File: src/rtl/i2c_target_regs.sv
// I2C target exposing an 8-bit-pointer register space; register storage is external,
// reached through a write-strobe / combinational-read bus. SCL is never stretched.
module i2c_target_regs #(
    parameter logic [6:0]  DEV_ADDR   = 7'h50,
    parameter int unsigned FILTER_LEN = 4
) (
    input  logic       clk,
    input  logic       rst_n,
    input  logic       scl_i,
    input  logic       sda_i,
    output logic       sda_o,
    output logic       sda_t,
    output logic       reg_wr_valid,
    output logic [7:0] reg_wr_addr,
    output logic [7:0] reg_wr_data,
    output logic [7:0] reg_rd_addr,
    input  logic [7:0] reg_rd_data,
    output logic       reg_rd_strobe,
    output logic       busy
);

    localparam logic [3:0] FILT_MAX = 4'(FILTER_LEN - 1);

    typedef enum logic [3:0] {
        IDLE,
        ADDR,
        ACK_A,
        PTR,
        ACK_P,
        WDATA,
        ACK_W,
        RDATA,
        MACK,
        WAIT_STOP
    } state_t;

    logic [1:0] scl_sync, sda_sync;
    logic [3:0] scl_cnt, sda_cnt;
    logic       scl_f, sda_f, scl_p, sda_p;
    logic       start_evt, stop_evt, scl_rise, scl_fall;

    state_t     state_q, state_d;
    logic [2:0] bit_cnt_q, bit_cnt_d;
    logic [7:0] shreg_q, shreg_d;
    logic [7:0] ptr_q, ptr_d;
    logic       rw_q, rw_d;
    logic       phase_q, phase_d;
    logic       sda_t_q, sda_t_d;
    logic       busy_q, busy_d;
    logic       wr_valid_q, wr_valid_d;
    logic [7:0] wr_addr_q, wr_addr_d;
    logic [7:0] wr_data_q, wr_data_d;
    logic       rd_strobe;
    logic [7:0] shift_in;

    // A filtered level only flips after FILTER_LEN consecutive differing samples.
    always_ff @(posedge clk) begin
        if (!rst_n) begin
            scl_sync <= '1;
            sda_sync <= '1;
            scl_cnt  <= '0;
            sda_cnt  <= '0;
            scl_f    <= 1'b1;
            sda_f    <= 1'b1;
            scl_p    <= 1'b1;
            sda_p    <= 1'b1;
        end else begin
            scl_sync <= {scl_sync[0], scl_i};
            sda_sync <= {sda_sync[0], sda_i};
            if (scl_sync[1] == scl_f) begin
                scl_cnt <= '0;
            end else if (scl_cnt == FILT_MAX) begin
                scl_f   <= scl_sync[1];
                scl_cnt <= '0;
            end else begin
                scl_cnt <= scl_cnt + 4'd1;
            end
            if (sda_sync[1] == sda_f) begin
                sda_cnt <= '0;
            end else if (sda_cnt == FILT_MAX) begin
                sda_f   <= sda_sync[1];
                sda_cnt <= '0;
            end else begin
                sda_cnt <= sda_cnt + 4'd1;
            end
            scl_p <= scl_f;
            sda_p <= sda_f;
        end
    end

    assign start_evt = scl_f & scl_p & sda_p & ~sda_f;
    assign stop_evt  = scl_f & scl_p & ~sda_p & sda_f;
    assign scl_rise  = scl_f & ~scl_p;
    assign scl_fall  = ~scl_f & scl_p;

    always_ff @(posedge clk) begin
        if (!rst_n) begin
            state_q    <= IDLE;
            bit_cnt_q  <= '0;
            shreg_q    <= '0;
            ptr_q      <= '0;
            rw_q       <= 1'b0;
            phase_q    <= 1'b0;
            sda_t_q    <= 1'b1;
            busy_q     <= 1'b0;
            wr_valid_q <= 1'b0;
            wr_addr_q  <= '0;
            wr_data_q  <= '0;
        end else begin
            state_q    <= state_d;
            bit_cnt_q  <= bit_cnt_d;
            shreg_q    <= shreg_d;
            ptr_q      <= ptr_d;
            rw_q       <= rw_d;
            phase_q    <= phase_d;
            sda_t_q    <= sda_t_d;
            busy_q     <= busy_d;
            wr_valid_q <= wr_valid_d;
            wr_addr_q  <= wr_addr_d;
            wr_data_q  <= wr_data_d;
        end
    end

    assign shift_in = {shreg_q[6:0], sda_f};

    // ACK states see two SCL falls: the first (sda_t still released) drives the ACK,
    // the second ends the ACK clock. The read shifter is held pre-shifted so that
    // shreg_q[7] is always the next bit to drive.
    always_comb begin
        state_d    = state_q;
        bit_cnt_d  = bit_cnt_q;
        shreg_d    = shreg_q;
        ptr_d      = ptr_q;
        rw_d       = rw_q;
        phase_d    = phase_q;
        sda_t_d    = sda_t_q;
        busy_d     = busy_q;
        wr_valid_d = 1'b0;
        wr_addr_d  = wr_addr_q;
        wr_data_d  = wr_data_q;
        rd_strobe  = 1'b0;

        if (start_evt) begin
            state_d   = ADDR;
            bit_cnt_d = '0;
            phase_d   = 1'b0;
            sda_t_d   = 1'b1;
        end else if (stop_evt) begin
            state_d = IDLE;
            busy_d  = 1'b0;
            sda_t_d = 1'b1;
        end else begin
            case (state_q)
                IDLE: ;
                ADDR: begin
                    if (scl_rise) begin
                        shreg_d   = shift_in;
                        bit_cnt_d = bit_cnt_q + 3'd1;
                        if (bit_cnt_q == 3'd7) begin
                            if (shreg_q[6:0] == DEV_ADDR) begin
                                state_d = ACK_A;
                                busy_d  = 1'b1;
                                rw_d    = sda_f;
                            end else begin
                                state_d = WAIT_STOP;
                                busy_d  = 1'b0;
                            end
                        end
                    end
                end
                ACK_A: begin
                    if (scl_fall) begin
                        if (sda_t_q) begin
                            sda_t_d = 1'b0;
                        end else if (rw_q) begin
                            rd_strobe = 1'b1;
                            sda_t_d   = reg_rd_data[7];
                            shreg_d   = {reg_rd_data[6:0], 1'b1};
                            state_d   = RDATA;
                        end else begin
                            sda_t_d = 1'b1;
                            state_d = PTR;
                        end
                    end
                end
                PTR: begin
                    if (scl_rise) begin
                        shreg_d   = shift_in;
                        bit_cnt_d = bit_cnt_q + 3'd1;
                        if (bit_cnt_q == 3'd7) begin
                            ptr_d   = shift_in;
                            state_d = ACK_P;
                        end
                    end
                end
                ACK_P, ACK_W: begin
                    if (scl_fall) begin
                        if (sda_t_q) begin
                            sda_t_d = 1'b0;
                        end else begin
                            sda_t_d = 1'b1;
                            state_d = WDATA;
                        end
                    end
                end
                WDATA: begin
                    if (scl_rise) begin
                        shreg_d   = shift_in;
                        bit_cnt_d = bit_cnt_q + 3'd1;
                        if (bit_cnt_q == 3'd7) begin
                            wr_valid_d = 1'b1;
                            wr_addr_d  = ptr_q;
                            wr_data_d  = shift_in;
                            ptr_d      = ptr_q + 8'd1;
                            state_d    = ACK_W;
                        end
                    end
                end
                RDATA: begin
                    if (scl_rise) begin
                        bit_cnt_d = bit_cnt_q + 3'd1;
                        if (bit_cnt_q == 3'd7) begin
                            state_d = MACK;
                            phase_d = 1'b0;
                        end
                    end else if (scl_fall) begin
                        sda_t_d = shreg_q[7];
                        shreg_d = {shreg_q[6:0], 1'b1};
                    end
                end
                MACK: begin
                    if (scl_rise) begin
                        ptr_d = ptr_q + 8'd1;
                        if (sda_f) begin
                            state_d = WAIT_STOP;
                        end else begin
                            phase_d = 1'b1;
                        end
                    end else if (scl_fall) begin
                        if (phase_q) begin
                            rd_strobe = 1'b1;
                            sda_t_d   = reg_rd_data[7];
                            shreg_d   = {reg_rd_data[6:0], 1'b1};
                            phase_d   = 1'b0;
                            state_d   = RDATA;
                        end else begin
                            sda_t_d = 1'b1;
                        end
                    end
                end
                WAIT_STOP: sda_t_d = 1'b1;
                default: begin
                    state_d = IDLE;
                    sda_t_d = 1'b1;
                end
            endcase
        end
    end

    assign sda_o         = 1'b0;
    assign sda_t         = sda_t_q;
    assign busy          = busy_q;
    assign reg_wr_valid  = wr_valid_q;
    assign reg_wr_addr   = wr_addr_q;
    assign reg_wr_data   = wr_data_q;
    assign reg_rd_addr   = ptr_q;
    assign reg_rd_strobe = rd_strobe;

endmodule
File: config.mk
export PLATFORM = sky130hd
export DESIGN_NAME = i2c_target_regs
export DESIGN_NICKNAME = d
export VERILOG_FILES = /design/src/rtl/i2c_target_regs.sv
export SDC_FILE = /design/constraint.sdc
export NUM_CORES = 1
export LEC_CHECK = 0
export ABC_AREA = 1
export CAP_MARGIN = 20
export CORE_MARGIN = 2
export CORE_UTILIZATION = 46
export CTS_CLUSTER_DIAMETER = 50
export DETAILED_ROUTE_END_ITERATION = 6
export HOLD_SLACK_MARGIN = 0.08
export PLACE_DENSITY = 0.71
export SLEW_MARGIN = 20
export SYNTH_ARGS = -nofsm -noshare
export SYNTH_HDL_FRONTEND = slang
export SYNTH_SLANG_ARGS = --single-unit
File: constraint.sdc
create_clock -name clk -period 1.5 [get_ports clk]
set_clock_uncertainty 0.15 [all_clocks]
set_input_delay 0.3 -clock clk [delete_from_list [all_inputs] [get_ports clk]]
set_output_delay 0.3 -clock clk [all_outputs]
set_load 0.02 [all_outputs]
### Yosys cells after proc, flatten, opt, wreduce, memory -nomap -nowiden

Cells that the tools add are included.
Widths: inputs -> output; s select.

| cells by class | value |
|---|---|
| $add $sub $neg | 4 |
| equality and inequality tests | 55 |
| muxes and demuxes | 69 |
| bitwise gates (word level) | 20 |
| reductions and logical operators | 29 |

Operator list:

| cell | count |
|---|---|
| $mux 8 | 14 |
| $mux 4 | 17 |
| $ne 4x4->1 const B | 12 |
| $ne 2x2->1 const B | 19 |
| $pmux 4 s8 | 1 |
| $pmux 8 s4 | 1 |
| $reduce_and 16->1 | 2 |
| $mux 1 | 31 |
| $pmux 8 s3 | 1 |
| $eq 4x2->1 const B | 4 |
| $eq 4x3->1 const B | 4 |
| $ne 5x5->1 const B | 3 |
| $not 1->1 | 13 |
| $ne 3x3->1 const B | 4 |
| $reduce_and 12->1 | 1 |
| $reduce_and 6->1 | 2 |
| $reduce_or 3->1 | 4 |
| $add 4x1->4 const B | 2 |
| $add 8x1->8 const B | 1 |
| $eq 4x4->1 const B | 2 |
| $reduce_and 8->1 | 1 |
| $reduce_bool 2->1 | 4 |
| $reduce_or 4->1 | 2 |
| $and 1x1->1 | 7 |
| other kinds (20) | 25 |

| storage, ports and cells | value |
|---|---|
| register bits after elaboration | 60 |
| bits of input ports | 12 |

### Depth between registers and ports, before layout

| depth | value |
|---|---|
| depth after elaboration | 7 |
| gate-level depth with buffers | 12 |
| mapped depth without buffers | 11 |

### Worst setup path after synthesis

OpenSTA, ideal clock, no wires.

| timing | value |
|---|---|
| kind | flip-flop to output port |
| start | reg state_q[0] |
| end | out reg_rd_strobe |
| data arrival time | 1524 ps |
| required time | 1050 ps |
| path slack | -474 ps |
| stages on the path, launching flop included | 8 |
| cell sequence | dfxtp_1 -> buf_4 -> inv_1 -> nand2_2 -> nor2_4 -> nand2_1 -> o22ai_1 -> nor3b_1 |

| on the way | value |
|---|---|
| longest elaborated chain between the ends | 4 |

RTL lines:

| item | line | source |
|---|---|---|
| from (decl) | 42 | `state_t state_q, state_d;` |
| from (signal assigned) | 110 | `state_q <= state_d;` |
| $eq 4x4->1 / $eq 4x2->1 (equally long branches) | 153 | `case (state_q)` |
| $pmux 1 s2 (*) | 153 |  |
| $mux 1 (*) | 148 | `end else if (stop_evt) begin` |
| $mux 1 (*) | 143 | `if (start_evt) begin` |
| to (decl) | 18 | `output logic reg_rd_strobe,` |

Every way passes the cells marked *; elsewhere a longest branch is shown, timed or not.

### Worst setup path in the final report

| timing | value |
|---|---|
| start | reg scl_f |
| end | reg shreg_q[1] |

| on the way | value |
|---|---|
| longest elaborated chain between the ends | 5 |

RTL lines:

| item | line | source |
|---|---|---|
| from (decl) | 39 | `logic scl_f, sda_f, scl_p, sda_p;` |
| from (signal assigned) | 73 | `scl_f <= scl_sync[1];` |
| $and 1x1->1 | 91, 92 |  |
| $and 1x1->1, on equally long branches (2 in series) | 91, 92 |  |
| $not 1->1 (no line) | -- |  |
| $reduce_and 12->1 (no line) (*) | -- |  |
| to (signal assigned) | 112 | `shreg_q <= shreg_d;` |
| to (decl) | 44 | `logic [7:0] shreg_q, shreg_d;` |

Marks and branches as above.
A chain may end at the register's enable or synchronous reset.

==> results.sh <==
export IMPL_outcome="finished, violations left"
export IMPL_violations="setup timing"
export IMPL_p_per_area_nw_per_um2=1823
export IMPL_cts_inserted_buffers=9
export IMPL_post_place_cells=598
export IMPL_n_antenna_cell=0
export IMPL_die_height_um=84.97
export IMPL_dpl_worst_slack_ns=-0.6584
export IMPL_stdcell_area_um2=4918
export IMPL_num_vias=3497
export IMPL_clkPwrFrac=0.156
export IMPL_insertion_delay_ns=0.34
export IMPL_drt_antenna_violating_nets=0
export IMPL_crit_type="reg2reg"
export IMPL_grt_pass1_vias=3111
export IMPL_antenna_found_initial=0
export IMPL_final_cell_mix="buf_4, nand2_1, nor2_1"
export IMPL_viasPerCell=5.473
export IMPL_place_area_um2=4013
export IMPL_hold_viol=0
export IMPL_p_sw_w=0.004072
export IMPL_yosysWarnings=0
export IMPL_setup_viol=45
export IMPL_stdcell_count=639
export IMPL_cp_required_ns=1.58
export IMPL_core_um2=6350
export IMPL_wirelength_um=10700
export IMPL_internal_power_w=0.004897
export IMPL_synth_area_per_cell_um2=7.078
export IMPL_layout_commonest_cell="buf_4"
export IMPL_ys_seq_area_frac=0.3983
export IMPL_place_congestion=0.9811
export IMPL_synth_cells=426
export IMPL_worstSetupEndpointType="flip-flop"
export IMPL_root_buffer="clkbuf_8"
export IMPL_drc_errors=0
export IMPL_utilization=0.7746
export IMPL_hp_class="reg2reg"
export IMPL_dieArea_um2=7219
export IMPL_grt_max_degree=17
export IMPL_synth_area_um2=3015
export IMPL_io_pins=41
export IMPL_worst_hold_slack_ns=0.2699
export IMPL_start_util=0.4749
export IMPL_grt_first_pass_wirelength_um=14460
export IMPL_fillers=428
export IMPL_nets=577
export IMPL_setup_ws_ns=-0.4900
export IMPL_dpl_hpwl_um=6381
export IMPL_rsz0062_at_grt="yes"
export IMPL_period_needed_ns=1.990
export IMPL_worst_setup_path_start_kind="flip-flop"
export IMPL_r2r_slack_ns=-0.49
export IMPL_drt_iter0_markers=221
export IMPL_leakage_nw=2.226
export IMPL_min_period_over_period=1.327
export IMPL_maxCapViolCount=0
export IMPL_pwr_share_seq=0.235
export IMPL_fmax_mhz=502.5
export IMPL_cts_path_max_buffers=2
export IMPL_area_growth_syn_to_layout_pct=63.11
export IMPL_slowest_delay_ns=0.37
export IMPL_cts_hold_buf=0
export IMPL_cp_max_fo=8
export IMPL_tritoncts="yes"
export IMPL_comb_power_share=0.609
export IMPL_cp_slowest_cell="dfxtp_4"
export IMPL_first_pass_iters=5
export IMPL_die_w_um=84.97
export IMPL_cts_clk_slew_worst_paths_ns=0.07
export IMPL_slew_violations=0
export IMPL_row_count=29
export IMPL_worstPathCellList="buf_4, inv_4, ha_4, inv_1, buf_4, nand3_2, nand2_2, nor2_4, nand3_4, nor2_1, nor2_1"
export IMPL_yosys_register_bits=60
export IMPL_grt_overflow=0
export IMPL_worstPathArrival_ns=2.07
export IMPL_irDropWorstVdd_mv=1.348
export IMPL_synth_cell_types=33
export IMPL_cts_max_level=3
export IMPL_wl_per_cell_um=16.74
export IMPL_numPortBuffers=39
export IMPL_cts_sinks=60
export IMPL_syn_nets=446
export IMPL_grtUsageTotal=0.2537
export IMPL_layout_drive_gt1_share=0.4609
export IMPL_swShare=0.4540
[layout make-up]
class	count	area, um^2	share of cell area
clock inverters	5	52.55	0.01068
flip-flops and latches	60	1224	0.2488
multi-input cells	307	2093	0.4256
inverters	50	200.2	0.04070
clock buffers	11	131.4	0.02671
repair buffers	129	1121	0.2279
well taps	77	96.34	0.01959
[worst max-delay path: cells and delay by family, from the launching register on]
| kind | cells | cell delay [ns] |
|---|---|---|
| and+or+nand+nor | 6 | 0.81 |
| buffers and inverters | 4 | 0.42 |
| DFF | 1 | 0.37 |
| adders and majority gates | 1 | 0.12 |
[power by group through the flow]
stage | Clock (W) | Combinational, W | Sequential (W)
floorplan | 0 | 0.00236 | 0.00219
global placement | 0 | 0.00383 | 0.00206
detailed placement | 0 | 0.00392 | 0.00207
CTS | 0.00141 | 0.00428 | 0.00207
global route | 0.00148 | 0.00586 | 0.00214
finish | 0.00140 | 0.00546 | 0.00211
[final timing paths]
check	from	cells after the start	end
hold / removal	scl_sync[0]$_SDFF_PN1_	1	scl_sync[1]$_SDFF_PN1_
setup / recovery	scl_f$_SDFFE_PN1P_	11	shreg_q[1]$_SDFFE_PN0P_
setup reg to reg	scl_f$_SDFFE_PN1P_	11	shreg_q[1]$_SDFFE_PN0P_
hold reg to reg	scl_sync[0]$_SDFF_PN1_	1	scl_sync[1]$_SDFF_PN1_
[synth_stat cells]
master	count	share of area
nand2_4	1	0.0037
buf_6	1	0.0037
inv_2	4	0.0050
inv_1	45	0.056
a21oi_1	30	0.050
xor2_1	4	0.012
nand3_2	1	0.0033
a211oi_1	2	0.0050
nor3_1	1	0.0017
o22ai_1	2	0.0041
mux2_2	7	0.026
conb_1	1	0.0012
nor2_2	4	0.0083
nor3b_1	1	0.0025
nor2_4	4	0.015
nand2_2	2	0.0041
o21ai_0	45	0.075
o2111ai_1	2	0.0058
nand3_4	1	0.0058
a211o_1	2	0.0058
nand3b_1	2	0.0050
ha_1	8	0.033
nand3_1	21	0.035
buf_4	3	0.0075
clkinv_1	1	0.0012
dfxtp_1	60	0.40
buf_2	5	0.0083
or2_2	6	0.012
clkbuf_1	3	0.0037
o211ai_1	2	0.0050
nor2_1	67	0.083
nand4_1	5	0.010
nand2_1	83	0.10
[metrics by stage]
step	setup TNS (ns)	total power, W
final	-15.38	0.008969
after global routing	-19.03	0.009478
after CTS	-14.36	0.007764
after detailed placement	-16.50	0.005998
after global placement	-14.77	0.005891
after floorplan	-0.9362	0.004553
[repair_timing]
action / in CTS / in global routing
gates cloned: 2 / 4
setup buffers: 5 / 15
gates resized for setup: 78 / 164
pin swaps: 5 / 36
setup endpoints to repair: 72 / 62
[cells by family after synthesis]
kind of cell,Yosys count,synth area share
simple gates,199,0.2938
compound gates,85,0.1502
buf+inv,62,0.08547
flops,60,0.3983
fa+ha+maj,8,0.03320
mux,7,0.02614
xor+xnor,4,0.01162
other cells,1,0.001244
[routing by layer]
metal,track usage,wire (um),vias to the layer above
li1,-,-,1655
met1,0.3125,4289,1650
met3,0.06518,617,30
met4,0.09957,327,0
met5,0,0,-
met2,0.4240,5464,162
[state kept, by name, indices dropped and copies added, names as in the netlist]
register,cells
bit_cnt_q,3
busy,1
phase_q,1
reg_rd_addr,8
reg_wr_addr,8
reg_wr_data,8
reg_wr_valid,1
rw_q,1
scl_cnt,4
scl_f,1
scl_p,1
scl_sync,2
sda_cnt,4
sda_f,1
sda_p,1
sda_sync,2
sda_t,1
shreg_q,8
state_q,4
(Power assumes the default switching activity.)
